`config.mk`:
```
export PLATFORM = sky130hd
export DESIGN_NAME = mul_exponent_add
export DESIGN_NICKNAME = d
export VERILOG_FILES = /design/src/rtl/mul_exponent_add.sv
export SDC_FILE = /design/constraint.sdc
export NUM_CORES = 1
export LEC_CHECK = 0
export BUFFER_PORTS_ARGS = -buffer_cell sky130_fd_sc_hd__buf_2
export CORE_AREA = 3 3 79 81
export CTS_BUF_LIST = sky130_fd_sc_hd__clkbuf_2 sky130_fd_sc_hd__clkbuf_4 sky130_fd_sc_hd__clkbuf_8
export DETAILED_ROUTE_END_ITERATION = 10
export DIE_AREA = 0 0 82 84
export GPL_TIMING_DRIVEN = 0
export PLACE_DENSITY = 0.8
export SYNTH_ARGS = -nofsm -noshare
export SYNTH_HDL_FRONTEND = slang
export SYNTH_SLANG_ARGS = --single-unit
```
`constraint.sdc`:
```
create_clock -name CLK -period 2.7 [get_ports CLK]
set_clock_uncertainty 0.15 [all_clocks]
set_input_delay 0.27 -clock CLK [delete_from_list [all_inputs] [get_ports CLK]]
set_output_delay 0.27 -clock CLK [all_outputs]
set_load 0.1 [all_outputs]
```
`src/rtl/mul_exponent_add.sv`:
```
// FP32 multiplier exponent stage: biased exponent sum, operand classification and sign.
// Define FPU_MUL_DENORM_EN to honour subnormal operands; otherwise they flush to zero.
module mul_exponent_add #(
  parameter int SPEC_DLY = 7
) (
  input  logic        CLK,
  input  logic        RST,
  input  logic        EN,
  input  logic        in_valid,
  input  logic [31:0] A,
  input  logic [31:0] B,
  output logic [9:0]  Ez_add,
  output logic        hid_a,
  output logic        hid_b,
  output logic        out_valid,
  output logic        sign_z,
  output logic        spec_nan,
  output logic        spec_inf,
  output logic        spec_zero,
  output logic        spec_valid
);

  typedef struct packed {
    logic valid;
    logic sign;
    logic nan;
    logic inf;
    logic zero;
  } spec_t;

  logic [7:0]  exp_a, exp_b, eff_a, eff_b;
  logic [22:0] man_a, man_b;
  logic        a_nan, b_nan, a_inf, b_inf, a_zero, b_zero;
  spec_t       spec_in;

  logic [7:0]  ea_q, eb_q;
  logic        valid_q;
  spec_t       spec_pipe [SPEC_DLY];

  assign exp_a = A[30:23];
  assign exp_b = B[30:23];
  assign man_a = A[22:0];
  assign man_b = B[22:0];

  always_comb begin
    a_nan = (exp_a == 8'hFF) && (man_a != 23'd0);
    b_nan = (exp_b == 8'hFF) && (man_b != 23'd0);
    a_inf = (exp_a == 8'hFF) && (man_a == 23'd0);
    b_inf = (exp_b == 8'hFF) && (man_b == 23'd0);
`ifdef FPU_MUL_DENORM_EN
    a_zero = (exp_a == 8'd0) && (man_a == 23'd0);
    b_zero = (exp_b == 8'd0) && (man_b == 23'd0);
    // A subnormal behaves as exponent 1 with a cleared hidden bit.
    eff_a  = ((exp_a == 8'd0) && (man_a != 23'd0)) ? 8'd1 : exp_a;
    eff_b  = ((exp_b == 8'd0) && (man_b != 23'd0)) ? 8'd1 : exp_b;
`else
    a_zero = (exp_a == 8'd0);
    b_zero = (exp_b == 8'd0);
    eff_a  = exp_a;
    eff_b  = exp_b;
`endif
    spec_in.valid = in_valid;
    spec_in.sign  = A[31] ^ B[31];
    spec_in.nan   = a_nan | b_nan | (a_inf & b_zero) | (b_inf & a_zero);
    spec_in.inf   = ~spec_in.nan & (a_inf | b_inf);
    spec_in.zero  = ~spec_in.nan & ~(a_inf | b_inf) & (a_zero | b_zero);
  end

  // Stage 1 plus the special-case delay line; spec_pipe[0] is the stage-1 copy.
  always_ff @(posedge CLK or posedge RST) begin
    if (RST) begin
      ea_q    <= 8'd0;
      eb_q    <= 8'd0;
      valid_q <= 1'b0;
      // NOTE: the delay line is a flop shift register, not RAM, so every entry is reset
      // to guarantee no stale valid bit survives a mid-stream reset.
      for (int i = 0; i < SPEC_DLY; i++) spec_pipe[i] <= '0;
    end else if (EN) begin
      ea_q         <= eff_a;
      eb_q         <= eff_b;
      valid_q      <= in_valid;
      spec_pipe[0] <= spec_in;
      for (int i = 1; i < SPEC_DLY; i++) spec_pipe[i] <= spec_pipe[i-1];
    end
  end

  // Stage 2: 10'h381 is -127 in 10-bit two's complement.
  always_ff @(posedge CLK or posedge RST) begin
    if (RST) begin
      Ez_add    <= 10'h000;
      out_valid <= 1'b0;
    end else if (EN) begin
      Ez_add    <= {2'b00, ea_q} + {2'b00, eb_q} + 10'h381;
      out_valid <= valid_q;
    end
  end

`ifdef FPU_MUL_DENORM_EN
  logic hid_a_q, hid_b_q;

  always_ff @(posedge CLK or posedge RST) begin
    if (RST) begin
      hid_a_q <= 1'b1;
      hid_b_q <= 1'b1;
      hid_a   <= 1'b1;
      hid_b   <= 1'b1;
    end else if (EN) begin
      hid_a_q <= (exp_a != 8'd0);
      hid_b_q <= (exp_b != 8'd0);
      hid_a   <= hid_a_q;
      hid_b   <= hid_b_q;
    end
  end
`else
  assign hid_a = 1'b1;
  assign hid_b = 1'b1;
`endif

  assign spec_valid = spec_pipe[SPEC_DLY-1].valid;
  assign sign_z     = spec_pipe[SPEC_DLY-1].sign;
  assign spec_nan   = spec_pipe[SPEC_DLY-1].nan;
  assign spec_inf   = spec_pipe[SPEC_DLY-1].inf;
  assign spec_zero  = spec_pipe[SPEC_DLY-1].zero;

endmodule

```
==> impl_metrics.ini, run 1 <==
[min_path]
hp-class = in2reg

[setup_path]
crit_path_top_delay_cell = fa_1
criticalPathCategory = reg2reg
timing.critical_path.arrival_ns = 2.64
timing.critical_path.fanout_max = 3
crit_path_start_kind = flip-flop
cp_num_buf_inv = 0
crit_path_end_kind = flip-flop
crit_required_ns = 2.78
critPathMaxStageDelay_ns = 0.44
critical_path.cell_chain = ha_1, ha_1, fa_1, a21o_1, a21o_1, a21oi_1, nor3_1, a211o_1
path_delay_family = adder cells

[outcome]
run_status = complete, no violations

[pwr]
cellPowerDensity_nw_per_um2 = 819.9
vdd.ir_drop.worst_mv = 0.6098
p_leak_nw = 1.819

[global_routing]
grt_start_max_net_pins = 33
first_global_vias = 2344
grt.busiest_layer = met2
gr-usage-met3 = 0.05400
first_pass_grt_wire_length_microns = 10620
antenna_violations_before_repair = 0
global_route.usage.met1 = 0.2465
grt-ovfl-total = 0
global_route.usage.total = 0.2043
gr-usage-met2 = 0.3380

[timing]
maxSlewViolCount = 0
tightestPinTransition_ns = 0.6814
timing.final.hold_violations = 0
setup_repair_after_global_routing_missed_its_margin = false
fin_tns_setup_ns = 0
slew_limit_headroom = 0.5451
timing.final.crit_share = 0.9494
timing.final.crit_period_ns = 2.563
maxClockFrequency_mhz = 390.1
hold_ws_ns = 0.02500
final_setup_violation_count = 0

[yosys]
ys_seq_area_frac = 0.5185
synth-async-reset-ratio = 1.000
synth.top_cells.by_count = 61 x dfrtp_1, 47 x mux2_2, 15 x ha_1
synth.lib_cells_used.distinct = 43
ys.flop_type = dfrtp_1
synth_edf_count = 0
synthesis.area_sq_um = 2944
syn_avg_cell_area_sq_um = 12.53
netlist.area_leader.share = 0.5185
postSynthRegisterBits = 61
synth_area_leader_cell = dfrtp_1
most_common_cell_in_the_synthesized_netlist = dfrtp_1
synthesis.instances = 235
synth_area_leaders = dfrtp_1 52%, mux2_2 18%, ha_1 6.4%, nor4_1 3.0%, nand2_1 1.8%
ys_warn_count = 0

[cts]
cts_tree = yes
cts-htree-levels = 3
cts_root_buffer_type = clkbuf_8
clk-insertion-delay-late_ns = 0.34
clk_pin_slew_ns = 0.07
tritoncts.num_buffers = 9
clock_sinks = 61
clock_tree.buffer_depth = 2
postCtsSetupBuffers = 0

[final_layout]
fill_cell_instance_count_of_the_final_layout = 443
drive_above_1_share = 0.4911
register_area_sq_um = 1526
layout_net_count = 415
n_antenna_cell = 0
final-instance-count-excl-fill = 408
multiInputGateArea_sq_um = 1323
flow.area_growth_from_synthesis_pct = 25.12

[floorplan]
die_height_microns = 84
die_width_microns = 82
die_area_sq_um = 6888
pin_count = 86
row_count = 27
initial_core_util = 0.5314
coreArea_sq_um = 5540

[placement]
port-buffer-count = 82
final_replace_weighted_congestion = 0.8505
place_hpwl_microns = 4846
post-place-cells = 391

[route]
antenna_left = 0
detail_route.drc_violations = 0
num_vias = 2205
wl_microns = 6365
detailedRoute.firstIterationViolations = 76
via_per_inst = 5.404
dr.pass1.iters = 4
dr_wl_cell_microns = 15.60

[run]
max-cap-violations = 0
==> sequential cells by signal (all words and copies together), names as in the netlist <==
register	flops
spec_zero	1
spec_nan	1
eb_q	8
ea_q	8
Ez_add	10
sign_z	1
spec_inf	1
spec_valid	1
spec_pipe	30
==> repair_timing <==
item | 4_1_cts | 5_1_grt
resized for setup | 0 | 0
hold buffers | 1 | 0
endpoints found under the hold margin | 29 | 0
==> cell usage in the layout, fill, tap and decap left out, types with 5 or more instances in the layout <==
| master | n |
|---|---|
| buf_2 | 87 |
| ha_1 | 15 |
| a21oi_1 | 5 |
| inv_1 | 6 |
| nor3_1 | 7 |
| nand4_1 | 6 |
| dfrtp_1 | 61 |
| nand2_1 | 14 |
| nor2_1 | 7 |
| nor4_1 | 14 |
| mux2_2 | 47 |
| clkbuf_8 | 10 |
| o21ai_0 | 6 |
==> power by group <==
group / switching [mW] / internal, mW / total, mW / leakage (nW)
clock network: 0.392 / 0.438 / 0.830 / 0.101
registers: 0.0652 / 1.05 / 1.11 / 0.761
logic: 0.782 / 0.297 / 1.08 / 0.957
total: 1.24 / 1.78 / 3.02 / 1.82
==> cell families after synthesis <==
group,after synthesis,synth area share
other cells,1,0.001274
flops,61,0.5185
fa+ha+maj,16,0.07055
simple gates,62,0.1156
compound gates,26,0.06843
mux,48,0.1832
buf+inv,18,0.03357
xor+xnor,3,0.008926
==> metrics by stage <==
| step | instance area (sq um) | worst slack [ns] | utilization | total power [mW] |
|---|---|---|---|---|
| detailed placement | 3468 | 0.1828 | 0.6260 | 2.211 |
| global placement | 3448 | 0.05561 | 0.6224 | 2.175 |
| CTS | 3684 | 0.1613 | 0.6649 | 3.041 |
| finish | 3684 | 0.1367 | 0.6649 | 3.020 |
| floorplan | 2948 | 0.3297 | - | 1.983 |
| global route | 3684 | 0.05057 | 0.6649 | 3.169 |
==> final cells by class <==
cell class | count | area share
plain buffers | 10 | 0.01868
inverters | 8 | 0.008152
flip-flops and latches | 61 | 0.4144
clock inverters | 7 | 0.02208
multi-input cells | 157 | 0.3590
repair buffers | 84 | 0.1196
clock buffers | 9 | 0.03363
well taps | 72 | 0.02446
==> layer usage <==
layer  up-vias  part of all wire
li1       1050                 -
met1      1049              0.41
met2        87              0.50
met3        19             0.067
met4         0             0.025
met5         -                 0
==> worst paths after layout <==
path / startpoint / end / slack [ns] / depth (start not counted)
setup / recovery: ea_q[1] / Ez_add[7] / 0.14 / 8
hold / removal: in_valid / spec_pipe[34] / 0.03 / 2
setup reg to reg: ea_q[1] / Ez_add[7] / 0.14 / 8
hold reg to reg: Ez_add[4] / Ez_add[4] / 0.34 / 2
max in group asynchronous: RST / spec_pipe[16] / 1.38 / 4
min in group asynchronous: RST / Ez_add[9] / 0.42 / 3
(Power assumes the default switching activity.)
==> run 2: changes to the inputs <==
GPL_TIMING_DRIVEN = default   (was 0)
==> impl_metrics.ini, run 2 (synthesis gave the netlist of run 1 again) <==
[run]
max-cap-violations = 0

[floorplan]
die_height_microns = 84
die_area_sq_um = 6888
die_width_microns = 82
initial_core_util = 0.5314
coreArea_sq_um = 5540
pin_count = 86
row_count = 27

[final_layout]
flow.area_growth_from_synthesis_pct = 24.39
reg_top3 = spec_pipe: 30 flops, Ez_add: 10 flops
mostFrequentLayoutCells = 83 x buf_2, 61 x dfrtp_1, 47 x mux2_2, 15 x ha_1
layout_net_count = 409
largest_register_ffs = 30
layout.core_utilization = 0.6610
drive_above_1_share = 0.4818
n_antenna_cell = 0
layout_commonest_cell = buf_2
registers.top_by_ff_count = spec_pipe

[global_routing]
gr-usage-met2 = 0.3093
first_pass_grt_wire_length_microns = 10150
grt-ovfl-total = 0
antenna_violations_before_repair = 0
gr-usage-met3 = 0.03672
global_route.usage.total = 0.1932
first_global_vias = 2242
global_route.usage.met1 = 0.2442
grt_start_max_net_pins = 53
grt.busiest_layer = met2

[setup_path]
criticalPathCategory = reg2reg
crit_path_start_kind = flip-flop
timing.critical_path.fanout_max = 3
crit_path_end_kind = flip-flop
crit_required_ns = 2.77
path_delay_family = adder cells
rrSetupSlack_ns = 0.16
crit_path_top_delay_cell = fa_1
critical_path.cell_chain = ha_1, ha_1, fa_1, a21o_1, a21o_1, a21oi_1, nor3_1, a211o_1
r2r_start = ea_q[1]
timing.critical_path.arrival_ns = 2.62
critical_path.reg2reg.endpoint = Ez_add[7]
worst-r2r-cell-count = 8
cp_num_buf_inv = 0
critPathMaxStageDelay_ns = 0.43

[timing]
setup_repair_after_global_routing_missed_its_margin = false
timing.final.hold_violations = 0
final_setup_violation_count = 0
timing.final.crit_period_ns = 2.544
timing.final.crit_share = 0.9422
maxClockFrequency_mhz = 393.1
fin_tns_setup_ns = 0
maxSlewViolCount = 0

[route]
num_vias = 2171
detail_route.drc_violations = 0
dr_wl_cell_microns = 14.65
via_per_inst = 5.400
antenna_left = 0
wl_microns = 5889
detailedRoute.firstIterationViolations = 101
dr.pass1.iters = 4

[cts]
clk_pin_slew_ns = 0.07
cts_tree = yes
clock_tree.buffer_depth = 2
clk-insertion-delay-late_ns = 0.34
post_cts.resized_instances = 0
clock_sinks = 61
cts-htree-levels = 3
tritoncts.num_buffers = 9
cts_root_buffer_type = clkbuf_8

[min_path]
hold_end = eb_q[0]
hold-path-cell-count = 3
hp-class = in2reg
worst_hold_startpoint = B[23]

[outcome]
run_status = complete, no violations

[placement]
final_replace_weighted_congestion = 0.8251
place_hpwl_microns = 4447
port-buffer-count = 83

[pwr]
switching_share = 0.3941
vdd.ir_drop.worst_mv = 0.4183
logic_gate_share_of_total_power = 0.346
power.net_switching_mw = 1.211
p_leak_nw = 1.803
cellPowerDensity_nw_per_um2 = 839.3
fraction_of_power_consumed_by_the_clock_network = 0.294
cell_internal_pwr_mw = 1.863
power.sequential.fraction = 0.360
-- run 2: cell types whose count changed in the layout (fill, tap and decap cells not counted) --
cell           previous run  this run
buf_2                    87        83
inv_6                     3         1
buf_6                     1         0
bufinv_16                 1         2
clkbuf_1                  1         0
clkbuf_8                 10         9
clkinv_2                  0         1
dlygate4sd3_1             1         2
-- run 2: layer usage --
layer	up-vias	wire, microns	part of all wire
met5	-	0	0
met4	0	141	0.024
met3	14	337	0.057
met2	89	2984	0.51
met1	1025	2426	0.41
li1	1043	-	-
-- run 2: area by class of cell --
type | instances | area (sq um)
Timing Repair Buffer | 88 | 470.5
Inverter | 8 | 30.03
Multi-Input combinational cell | 157 | 1323
Tap cell | 72 | 90.09
Clock buffer | 9 | 123.9
Sequential cell | 61 | 1526
Fill cell | 418 | 1878
Clock inverter | 7 | 98.84
-- run 2: worst min-delay path: stages --
cell     delay (ns)
buf_2          0.10
nand2_1        0.05
o21ai_0        0.07
-- run 2: through the flow --
stage | setup WS [ns] | hold WS (ns) | power, mW | area [sq um] | instances
global route | 0.08220 | 0.04867 | 3.221 | 3662 | 402
floorplan | 0.3297 | 0.2410 | 1.983 | 2948 | 236
global placement | 0.2426 | 0.1825 | 2.173 | 3420 | 384
detailed placement | 0.1875 | 0.1838 | 2.195 | 3420 | 384
finish | 0.1561 | 0.04382 | 3.074 | 3662 | 402
CTS | 0.1732 | 0.02808 | 3.104 | 3662 | 402
-- run 2: repair_timing --
| item | 4_1_cts | 5_1_grt |
|---|---|---|
| buffers inserted | 0 | 0 |
| endpoints found under the hold margin | 62 | 0 |
| hold buffers | 2 | 0 |
-- run 2: how the worst max path moves through the flow --
stage | start | endpoint | slack [ns] | cells after the start
2_1_floorplan | ea_q[1] | Ez_add[7] | 0.33 | 8
3_3_place_gp | ea_q[1] | Ez_add[7] | 0.24 | 8
3_5_place_dp | ea_q[1] | Ez_add[7] | 0.19 | 8
4_1_cts | ea_q[1] | Ez_add[7] | 0.17 | 8
5_1_grt | ea_q[1] | Ez_add[7] | 0.08 | 8
6_report | ea_q[1] | Ez_add[7] | 0.16 | 8
-- run 2: power by group through the flow --
stage                     Clock (mW)  Combinational, mW  Sequential (mW)
after global routing           0.962               1.13             1.13
after CTS                      0.922               1.07             1.11
after global placement             0               1.05             1.12
after floorplan                    0              0.357             1.63
final                          0.904               1.06             1.11
after detailed placement           0               1.07             1.13
